[src/rtl/pipe_ctrl_pkg.sv]
// rtl/pipe_ctrl_pkg.sv - shared types, constants and hazard helper for the pipeline hazard controller
//
// Purpose: FSM state encoding, the x0 register index, the pipeline control vector
// with its four canonical settings, and the load-use hazard detection function.
// Ports: none (package).
package pipe_ctrl_pkg;

  typedef enum logic {
    RUN      = 1'b0,
    MEM_WAIT = 1'b1
  } state_t;

  localparam logic [4:0] REG_X0 = 5'd0;

  typedef struct packed {
    logic pc_write;
    logic ifid_hold;
    logic idex_hold;
    logic exmem_hold;
    logic noop;
    logic ifid_flush;
  } ctrl_t;

  // Normal flow; ifid_flush is filled in per cycle from the branch/pending flush.
  localparam ctrl_t CTRL_RUN = '{pc_write: 1'b1, ifid_hold: 1'b0, idex_hold: 1'b0,
                                 exmem_hold: 1'b0, noop: 1'b0, ifid_flush: 1'b0};
  // dcache busy: every register keeps its contents.
  localparam ctrl_t CTRL_FREEZE = '{pc_write: 1'b0, ifid_hold: 1'b1, idex_hold: 1'b1,
                                    exmem_hold: 1'b1, noop: 1'b0, ifid_flush: 1'b0};
  // Load-use: ID instruction waits in IF/ID while a bubble enters ID/EX.
  localparam ctrl_t CTRL_BUBBLE = '{pc_write: 1'b0, ifid_hold: 1'b1, idex_hold: 1'b0,
                                    exmem_hold: 1'b0, noop: 1'b1, ifid_flush: 1'b0};
  localparam ctrl_t CTRL_RESET = '{pc_write: 1'b0, ifid_hold: 1'b0, idex_hold: 1'b0,
                                   exmem_hold: 1'b0, noop: 1'b1, ifid_flush: 1'b1};

  // A load in EX whose destination is a source the ID instruction actually reads.
  // Loads to x0 never create a dependency.
  function automatic logic load_use_hazard(
    input logic       mem_read,
    input logic [4:0] rd,
    input logic [4:0] rs1,
    input logic [4:0] rs2,
    input logic       use_rs1,
    input logic       use_rs2
  );
    return mem_read && (rd != REG_X0) &&
           ((use_rs1 && (rd == rs1)) || (use_rs2 && (rd == rs2)));
  endfunction

endpackage

[src/rtl/sat_counter.sv]
// rtl/sat_counter.sv - saturating up-counter with synchronous clear
//
// Purpose: counts cycles with inc=1, sticks at all-ones instead of wrapping.
// Ports:
//   clk    in  1  clock
//   rst    in  1  synchronous clear, active-high (has priority over inc)
//   inc    in  1  increment request
//   count  out W  current count
module sat_counter #(
  parameter int W = 16
) (
  input  logic         clk,
  input  logic         rst,
  input  logic         inc,
  output logic [W-1:0] count
);

  always_ff @(posedge clk) begin
    if (rst) begin
      count <= '0;
    end else if (inc && (count != '1)) begin
      count <= count + W'(1);
    end
  end

endmodule

[src/rtl/pipe_hazard_ctrl.sv]
// rtl/pipe_hazard_ctrl.sv - hold/bubble/flush generator for the IF/ID, ID/EX and EX/MEM registers
//
// Purpose: detects load-use hazards, freezes the pipe during dcache stalls, remembers a
// branch flush that arrives while frozen, counts stall cycles and runs a stall watchdog.
// Ports:
//   clk_i            in   1      clock
//   rst_i            in   1      synchronous active-high reset
//   IDEX_MemRead_i   in   1      ID/EX MemRead
//   IDEX_RDaddr_i    in   5      ID/EX destination register
//   IFID_RS1addr_i   in   5      ID rs1
//   IFID_RS2addr_i   in   5      ID rs2
//   use_rs1_i        in   1      ID reads rs1
//   use_rs2_i        in   1      ID reads rs2
//   mem_stall_i      in   1      dcache busy
//   branch_flush_i   in   1      taken branch pulse
//   PCWrite_o        out  1      PC may update
//   IFIDhold_o       out  1      IF/ID holds
//   IDEXhold_o       out  1      ID/EX holds
//   EXMEMhold_o      out  1      EX/MEM holds
//   NoOp_o           out  1      bubble into ID/EX
//   IFIDflush_o      out  1      IF/ID loads a NOP
//   lu_stall_cnt_o   out  CNT_W  load-use bubble cycles (saturating)
//   mem_stall_cnt_o  out  CNT_W  mem-stall cycles (saturating)
//   timeout_o        out  1      sticky watchdog flag
module pipe_hazard_ctrl
  import pipe_ctrl_pkg::*;
#(
  parameter int CNT_W   = 16,
  parameter int TIMEOUT = 1024
) (
  input  logic             clk_i,
  input  logic             rst_i,
  input  logic             IDEX_MemRead_i,
  input  logic [4:0]       IDEX_RDaddr_i,
  input  logic [4:0]       IFID_RS1addr_i,
  input  logic [4:0]       IFID_RS2addr_i,
  input  logic             use_rs1_i,
  input  logic             use_rs2_i,
  input  logic             mem_stall_i,
  input  logic             branch_flush_i,
  output logic             PCWrite_o,
  output logic             IFIDhold_o,
  output logic             IDEXhold_o,
  output logic             EXMEMhold_o,
  output logic             NoOp_o,
  output logic             IFIDflush_o,
  output logic [CNT_W-1:0] lu_stall_cnt_o,
  output logic [CNT_W-1:0] mem_stall_cnt_o,
  output logic             timeout_o
);

  localparam int WD_W = (TIMEOUT > 2) ? $clog2(TIMEOUT) : 1;
  localparam logic [WD_W-1:0] WD_LAST = WD_W'(TIMEOUT - 1);

  state_t          state_q, state_d;
  logic            pend_q, pend_d;
  logic            lu;
  logic            lu_inc, mem_inc;
  ctrl_t           ctrl;
  logic [WD_W-1:0] wd_cnt;
  logic            wd_clr;

  assign lu = load_use_hazard(IDEX_MemRead_i, IDEX_RDaddr_i, IFID_RS1addr_i,
                              IFID_RS2addr_i, use_rs1_i, use_rs2_i);

  always_ff @(posedge clk_i) begin
    state_q <= state_d;
    pend_q  <= pend_d;
  end

  always_comb begin
    ctrl    = CTRL_RUN;
    state_d = state_q;
    pend_d  = pend_q;
    lu_inc  = 1'b0;
    mem_inc = 1'b0;
    if (rst_i) begin
      ctrl    = CTRL_RESET;
      state_d = RUN;
      pend_d  = 1'b0;
    end else if (mem_stall_i) begin
      // Branch resolved while frozen cannot flush now; replay it on release.
      ctrl    = CTRL_FREEZE;
      state_d = MEM_WAIT;
      mem_inc = 1'b1;
      if (branch_flush_i) begin
        pend_d = 1'b1;
      end
    end else if (lu) begin
      // Branch is dropped here (it re-resolves); a pending flush waits one more cycle.
      ctrl    = CTRL_BUBBLE;
      state_d = RUN;
      lu_inc  = 1'b1;
    end else begin
      ctrl            = CTRL_RUN;
      ctrl.ifid_flush = branch_flush_i | pend_q;
      state_d         = RUN;
      pend_d          = 1'b0;
    end
  end

  assign PCWrite_o   = ctrl.pc_write;
  assign IFIDhold_o  = ctrl.ifid_hold;
  assign IDEXhold_o  = ctrl.idex_hold;
  assign EXMEMhold_o = ctrl.exmem_hold;
  assign NoOp_o      = ctrl.noop;
  assign IFIDflush_o = ctrl.ifid_flush;

  sat_counter #(.W(CNT_W)) u_lu_cnt (
    .clk   (clk_i),
    .rst   (rst_i),
    .inc   (lu_inc),
    .count (lu_stall_cnt_o)
  );

  sat_counter #(.W(CNT_W)) u_mem_cnt (
    .clk   (clk_i),
    .rst   (rst_i),
    .inc   (mem_inc),
    .count (mem_stall_cnt_o)
  );

  // Watchdog length = consecutive stalled cycles already seen; any released cycle clears it.
  assign wd_clr = rst_i | ~mem_stall_i;

  sat_counter #(.W(WD_W)) u_wd_cnt (
    .clk   (clk_i),
    .rst   (wd_clr),
    .inc   (mem_stall_i),
    .count (wd_cnt)
  );

  // wd_cnt is nonzero only after a stalled cycle, so the state qualifier never masks a hit.
  always_ff @(posedge clk_i) begin
    if (rst_i) begin
      timeout_o <= 1'b0;
    end else if ((state_q == MEM_WAIT) && mem_stall_i && (wd_cnt == WD_LAST)) begin
      timeout_o <= 1'b1;
    end
  end

endmodule

[config.mk]
export PLATFORM = sky130hd
export DESIGN_NAME = pipe_hazard_ctrl
export DESIGN_NICKNAME = d
export VERILOG_FILES = /design/src/rtl/pipe_ctrl_pkg.sv /design/src/rtl/sat_counter.sv /design/src/rtl/pipe_hazard_ctrl.sv
export SDC_FILE = /design/constraint.sdc
export NUM_CORES = 1
export LEC_CHECK = 0
export CAP_MARGIN = 20
export CORE_MARGIN = 3
export CORE_UTILIZATION = 49
export DETAILED_ROUTE_END_ITERATION = 6
export PLACE_DENSITY = 0.88
export SLEW_MARGIN = 30
export SYNTH_ARGS = -nofsm -noshare
export SYNTH_HDL_FRONTEND = slang
export SYNTH_SLANG_ARGS = --single-unit
export TNS_END_PERCENT = 50
[constraint.sdc]
create_clock -name clk_i -period 3.4 [get_ports clk_i]
set_input_delay 1.02 -clock clk_i [delete_from_list [all_inputs] [get_ports clk_i]]
set_output_delay 1.02 -clock clk_i [all_outputs]
set_load 0.005 [all_outputs]
==> results of run 1 <==
## where the power goes
group | switching (uW) | total, uW | internal (uW)
Clock | 188 | 427 | 239
Sequential | 5.84 | 537 | 531
Combinational | 57.2 | 115 | 57.4
Total | 251 | 1080 | 828
## sequential cells by signal, summed over array words and instances, names as in the netlist
name,count
u_lu_cnt.count,16
u_mem_cnt.count,16
u_wd_cnt.count,10
pend_q,1
state_q,1
timeout_o,1
## final timing paths
kind	end	slack, ns	from	depth (start not counted)
setup / recovery	IFIDhold_o	-0.02	IFID_RS1addr_i[2]	8
hold / removal	timeout_o$_SDFFE_PP0P_	0.48	timeout_o$_SDFFE_PP0P_	2
setup reg to reg	u_lu_cnt.count[14]$_SDFFE_PP0P_	1.10	u_lu_cnt.count[1]$_SDFFE_PP0P_	6
hold reg to reg	timeout_o$_SDFFE_PP0P_	0.48	timeout_o$_SDFFE_PP0P_	2
## routing by layer
metal	global-route usage, %	wire [um]
met5	0	0
met4	8.70	99
met3	5.32	328
met2	34.7	3000
met1	26.7	2800
## worst max-delay path: cells and delay by family
family | cells | cell delay [ns]
simple gates | 2 | 0.45
compound gates | 2 | 0.40
buf+inv | 3 | 0.34
xor+xnor | 1 | 0.18
## kinds of logic (layout without fill, tap and decap cells)
group           Yosys count  in the layout  synth area share (%)
xor+xnor                 29             29                  10.5
simple gates            133            133                  29.9
mux                      11             11                  5.06
flops                    45             45                  37.2
fa+ha+maj                 3              3                  1.55
buf+inv                  22             94                  3.62
compound gates           43             43                  12.2
## cell usage in the layout (no fill, tap or decap), types with 6 or more instances in the layout
| cell type | count |
|---|---|
| a21oi_1 | 7 |
| and4_1 | 6 |
| buf_4 | 20 |
| clkbuf_8 | 6 |
| clkdlybuf4s50_1 | 40 |
| dfxtp_1 | 45 |
| mux2_2 | 10 |
| nand2_1 | 12 |
| nand3_1 | 13 |
| nand4_1 | 15 |
| nor2_1 | 38 |
| nor2b_1 | 10 |
| nor3_1 | 7 |
| nor4_1 | 8 |
| o21ai_0 | 6 |
| xnor2_1 | 12 |
| xor2_1 | 14 |
## area by class of cell
cell class	count	area [um^2]	share of cell area (%)
multi-input cells	219	1500	45.0
repair buffers	80	708	21.3
clock inverters	2	37.5	1.13
clock buffers	6	82.6	2.48
flip-flops and latches	45	901	27.0
inverters	6	22.5	0.676
well taps	65	81.3	2.44
## stage by stage
stage                     util, %  TNS [ns]  hold WS [ns]
after detailed placement     69.1     -2.97         0.462
after global placement       69.1     -2.66         0.458
after global routing         73.0    -0.243         0.491
final                        73.0   -0.0181         0.478
after floorplan                 -         0         0.451
after CTS                    71.7         0         0.482
## timing repair
action | 4_1_cts | 5_1_grt
setup buffers | 4 | 1
resized for setup | 55 | 21
setup endpoints to repair | 6 | 6
pin swaps | 8 | 9
==> impl_metrics.py, run 1 <==
metrics = {
    "die": {
        "start_util_pct": 53.1,
        "die_h_um": 76.3,
        "die_w_um": 76.3,
        "dieArea_mm2": 0.00582,
        "io_pins": 61,
        "row_count": 24,
        "core_mm2": 0.00456,
    },
    "global_route": {
        "grt_max_degree": 40,
        "grt_overflow": 0,
        "antenna_found_initial": 0,
        "grt_pass1_wl_um": 10300,
        "grt_usage_pct": 21.3,
        "first_global_vias": 2281,
    },
    "sta": {
        "min_period_ns": 3.42,
        "fmax_mhz": 293,
        "finalSetupViolCount": 1,
        "final_hold_viol_count": 0,
        "period_share_pct": 101,
        "rsz0062_at_grt": "true",
        "worst_slack_ns": -0.0181,
        "skew_ns": 0.00694,
        "worst_pin_slew_ns": 0.899,
        "relSlewSlack_pct": 39.6,
        "final_max_slew_viol_count": 0,
    },
    "power": {
        "p_leak_uw": 0.00121,
        "peakVddDrop_uv": 266,
        "finalPower_uw": 1080,
        "power.density_mw_per_mm2": 324,
    },
    "yosys": {
        "ys_warn_count": 0,
        "synth_cell_types": 46,
        "yosys_most_used_dff": "dfxtp_1",
        "ys_seq_elements": 45,
        "synth_fp_nets": 311,
        "netlist_area_mm2": 0.00242,
        "synth_area_leaders": "dfxtp_1 (37%), nor2_1 (5.9%), xor2_1 (5.8%), xnor2_1 (4.7%), mux2_2 (4.6%)",
        "synthTopCellsByCount": "dfxtp_1 (45), nor2_1 (38), xor2_1 (16)",
        "syn_avg_cell_area_um2": 8.47,
        "post-synth-top-count-cell": "dfxtp_1",
        "synth_top_cell_by_area": "dfxtp_1",
        "synth_top_area_share_pct": 37.2,
        "seq_area_frac_synth_pct": 37.2,
        "async_flop_share_pct": 0,
        "synthCells": 286,
        "synth-edff-count": 0,
    },
    "final_layout": {
        "antenna_cells": 0,
        "area_growth_pct": 37.6,
        "final_cell_area_mm2": 0.00333,
        "nNetsFinal": 382,
        "fin_cells": 423,
        "drive_above_1_share_pct": 18.7,
        "nFillCells": 351,
    },
    "route": {
        "wl_per_cell_um": 14.7,
        "drc": 0,
        "routed_wl_um": 6220,
        "final_antenna_net_count": 0,
        "drt_iter0_drc": 139,
        "via_per_inst": 5.64,
        "dr.pass1.iters": 5,
        "vias": 2385,
    },
    "clocking": {
        "cts_buffers": 5,
        "holdBufCountCts": 0,
        "clock_path_buffers": 2,
        "path_clk_slew_ns": 0.08,
        "cts.sinks": 45,
        "clk_latency_ns": 0.31,
        "cts_tree": "built",
        "htree_levels": 2,
        "cts_root_buf": "clkbuf_8",
    },
    "critical_path": {
        "crit_type": "in2out",
        "crit_arrival_ns": 2.40,
        "worstPathRequired_ns": 2.38,
        "path_max_fanout": 2,
        "cp_slowest_stage_delay_ns": 0.32,
        "cp-end-kind": "output pin",
        "start_kind": "primary input",
        "cp_cell_sequence": "clkbuf_2, xor2_2, nor4_2, a32oi_2, o21bai_1, buf_4, and2_4, buf_6",
        "slowest_stage": "nor4_2",
    },
    "flow_run": {
        "drv_cap": 0,
    },
    "place": {
        "place_hpwl_um": 4370,
        "place_area_mm2": 0.00315,
        "dp.cells": 410,
        "pre_cts_ws_ns": -0.767,
        "io_buffers": 60,
        "place_congestion": 0.839,
    },
    "run_status": {
        "outcome": "finished with violations",
        "violations": "setup timing",
    },
    "worst_hold_path": {
        "hold_class": "reg2reg",
    },
}
(Power assumes the default switching activity.)
==> inputs of run 2 (changes only) <==
- CORE_MARGIN: 3 -> not set
==> run 2 against run 1 <==
Effect of this change:
- the flow now finishes without violations
- clock skew rose by 0.0036 ns
- clock power is 4% lower
- first-iteration DRC count is 71% higher
- largest cell class unchanged
- largest power group unchanged
==> impl_metrics.py, run 2 (synthesis results as in run 1) <==
metrics = {
    "power": {
        "p_leak_uw": 0.00119,
        "p_int_uw": 804,
        "seqPwrFrac_pct": 51.2,
        "power_switching_share_pct": 23.4,
        "power.density_mw_per_mm2": 320,
        "switching_power_uw": 245,
        "peakVddDrop_uv": 235,
        "clockPowerShare_pct": 39.0,
        "p_comb_share_pct": 9.8,
        "finalPower_uw": 1050,
    },
    "sta": {
        "relSlewSlack_pct": 41.1,
        "min_period_ns": 3.38,
        "final_hold_viol_count": 0,
        "fmax_mhz": 296,
        "rsz0062_at_grt": "true",
        "period_share_pct": 99.4,
        "final_max_slew_viol_count": 0,
        "finalSetupViolCount": 0,
        "worst_pin_slew_ns": 0.877,
        "skew_ns": 0.0105,
    },
    "critical_path": {
        "crit_type": "in2out",
        "rr_startpoint": "u_lu_cnt.count[0]$_SDFFE_PP0P_",
        "cp-end-kind": "output pin",
        "r2r_cells": 6,
        "worstPathRequired_ns": 2.38,
        "path_max_fanout": 3,
        "critPathLaunch": "IFID_RS2addr_i[2]",
        "crit_arrival_ns": 2.36,
        "start_kind": "primary input",
    },
    "global_route": {
        "grt_max_degree": 40,
        "first_global_vias": 2027,
        "grt_usage_pct": 21.7,
        "grt_overflow": 0,
        "grt_pass1_wl_um": 9020,
        "antenna_found_initial": 0,
    },
    "clocking": {
        "cts_root_buf": "clkbuf_8",
        "cts_tree": "built",
        "cts.sinks": 45,
        "path_clk_slew_ns": 0.08,
        "htree_levels": 2,
        "cts_buffers": 5,
        "clock_path_buffers": 2,
        "clk_latency_ns": 0.30,
        "holdBufCountCts": 0,
    },
    "run_status": {
        "outcome": "finished clean",
    },
    "route": {
        "vias": 2323,
        "routed_wl_um": 5490,
        "final_antenna_net_count": 0,
        "dr.pass1.iters": 5,
        "wl_per_cell_um": 13.0,
        "via_per_inst": 5.49,
        "drc": 0,
        "drt_iter0_drc": 238,
    },
    "die": {
        "io_pins": 61,
        "die_w_um": 72.3,
        "start_util_pct": 50.9,
        "row_count": 25,
        "core_mm2": 0.00475,
        "die_h_um": 72.3,
        "dieArea_mm2": 0.00523,
    },
    "final_layout": {
        "final_cell_area_mm2": 0.00328,
        "antenna_cells": 0,
        "layout_commonest_cell": "dfxtp_1",
        "nFillCells": 400,
        "reg_top3": "u_lu_cnt.count (16), u_mem_cnt.count (16), u_wd_cnt.count (10)",
        "area_growth_pct": 35.2,
        "fin_cells": 423,
        "nNetsFinal": 380,
        "drive_above_1_share_pct": 16.0,
        "final_cell_mix": "dfxtp_1 (45), clkdlybuf4s50_1 (40), nor2_1 (37)",
    },
    "worst_hold_path": {
        "hold_class": "reg2reg",
        "hold_depth": 2,
        "hold_start": "u_lu_cnt.count[14]$_SDFFE_PP0P_",
    },
    "flow_run": {
        "drv_cap": 0,
    },
    "place": {
        "place_congestion": 0.810,
        "io_buffers": 60,
        "dp.cells": 412,
        "place_hpwl_um": 3900,
        "place_area_mm2": 0.00315,
    },
}
-- run 2: cell types whose count changed in the layout (fill, tap and decap cells not counted), moves of 2 or more --
cell             change
clkdlybuf4s15_1      +3
xor2_1               +2
buf_4                -3
nor4_1               +2
dlygate4sd2_1        -2
nor4_2               -2
xor2_2               -2
-- run 2: path summary, 6_finish.rpt --
| kind | endpoint | slack, ns |
|---|---|---|
| setup reg to reg | u_lu_cnt.count[12]$_SDFFE_PP0P_ | 1.10 |
| setup / recovery | PCWrite_o | 0.02 |
| hold / removal | u_lu_cnt.count[14]$_SDFFE_PP0P_ | 0.50 |
| hold reg to reg | u_lu_cnt.count[14]$_SDFFE_PP0P_ | 0.50 |
-- run 2: layout make-up --
class | count | area [um^2] | share of cell area, %
inverters | 6 | 22.5 | 0.688
repair buffers | 78 | 693 | 21.2
clock inverters | 3 | 43.8 | 1.34
flip-flops and latches | 45 | 901 | 27.5
multi-input cells | 219 | 1460 | 44.7
well taps | 67 | 83.8 | 2.56
clock buffers | 5 | 68.8 | 2.10
-- run 2: timing repair --
item / 4_1_cts / 5_1_grt
gates resized for setup: 50 / 15
setup buffers: 4 / 0
endpoints found under the setup margin: 6 / 6
pin swaps: 10 / 10
cloned: 0 / 0
-- run 2: power by group through the flow --
| stage | combinational, uW | clock (uW) | sequential (uW) |
|---|---|---|---|
| floorplan | 44.4 | 0 | 548 |
| global placement | 101 | 0 | 549 |
| detailed placement | 104 | 0 | 549 |
| CTS | 104 | 419 | 537 |
| global route | 112 | 442 | 538 |
| finish | 103 | 409 | 537 |
-- run 2: per-stage QoR --
stage | hold WS (ns) | setup WS [ns] | TNS (ns) | util, %
2_1_floorplan | 0.451 | 0.221 | 0 | -
3_3_place_gp | 0.461 | -0.681 | -2.62 | 66.3
3_5_place_dp | 0.477 | -0.733 | -2.83 | 66.3
4_1_cts | 0.503 | 0.00596 | 0 | 69.2
5_1_grt | 0.527 | -0.000390 | -0.000390 | 68.9
6_report | 0.500 | 0.0219 | 0 | 68.9
-- run 2: layer usage --
layer  up-vias  share of wire, %  GRT usage (%)  wire (um)
li1       1184                 -              -          -
met1      1068                47           28.8       2610
met2        67                47           35.6       2600
met3         4               4.5           4.44        248
met4         0              0.60           6.32         33
met5         -                 0              0          0
-- run 2: critical path, cell delays in order --
cell and delay (ns):
clkdlybuf4s15_1 0.17, xor2_1 0.16, nor4_1 0.31, a32oi_1 0.12, buf_4 0.17, o21bai_4 0.15
buf_6 0.11, nor2_2 0.02, buf_2 0.11
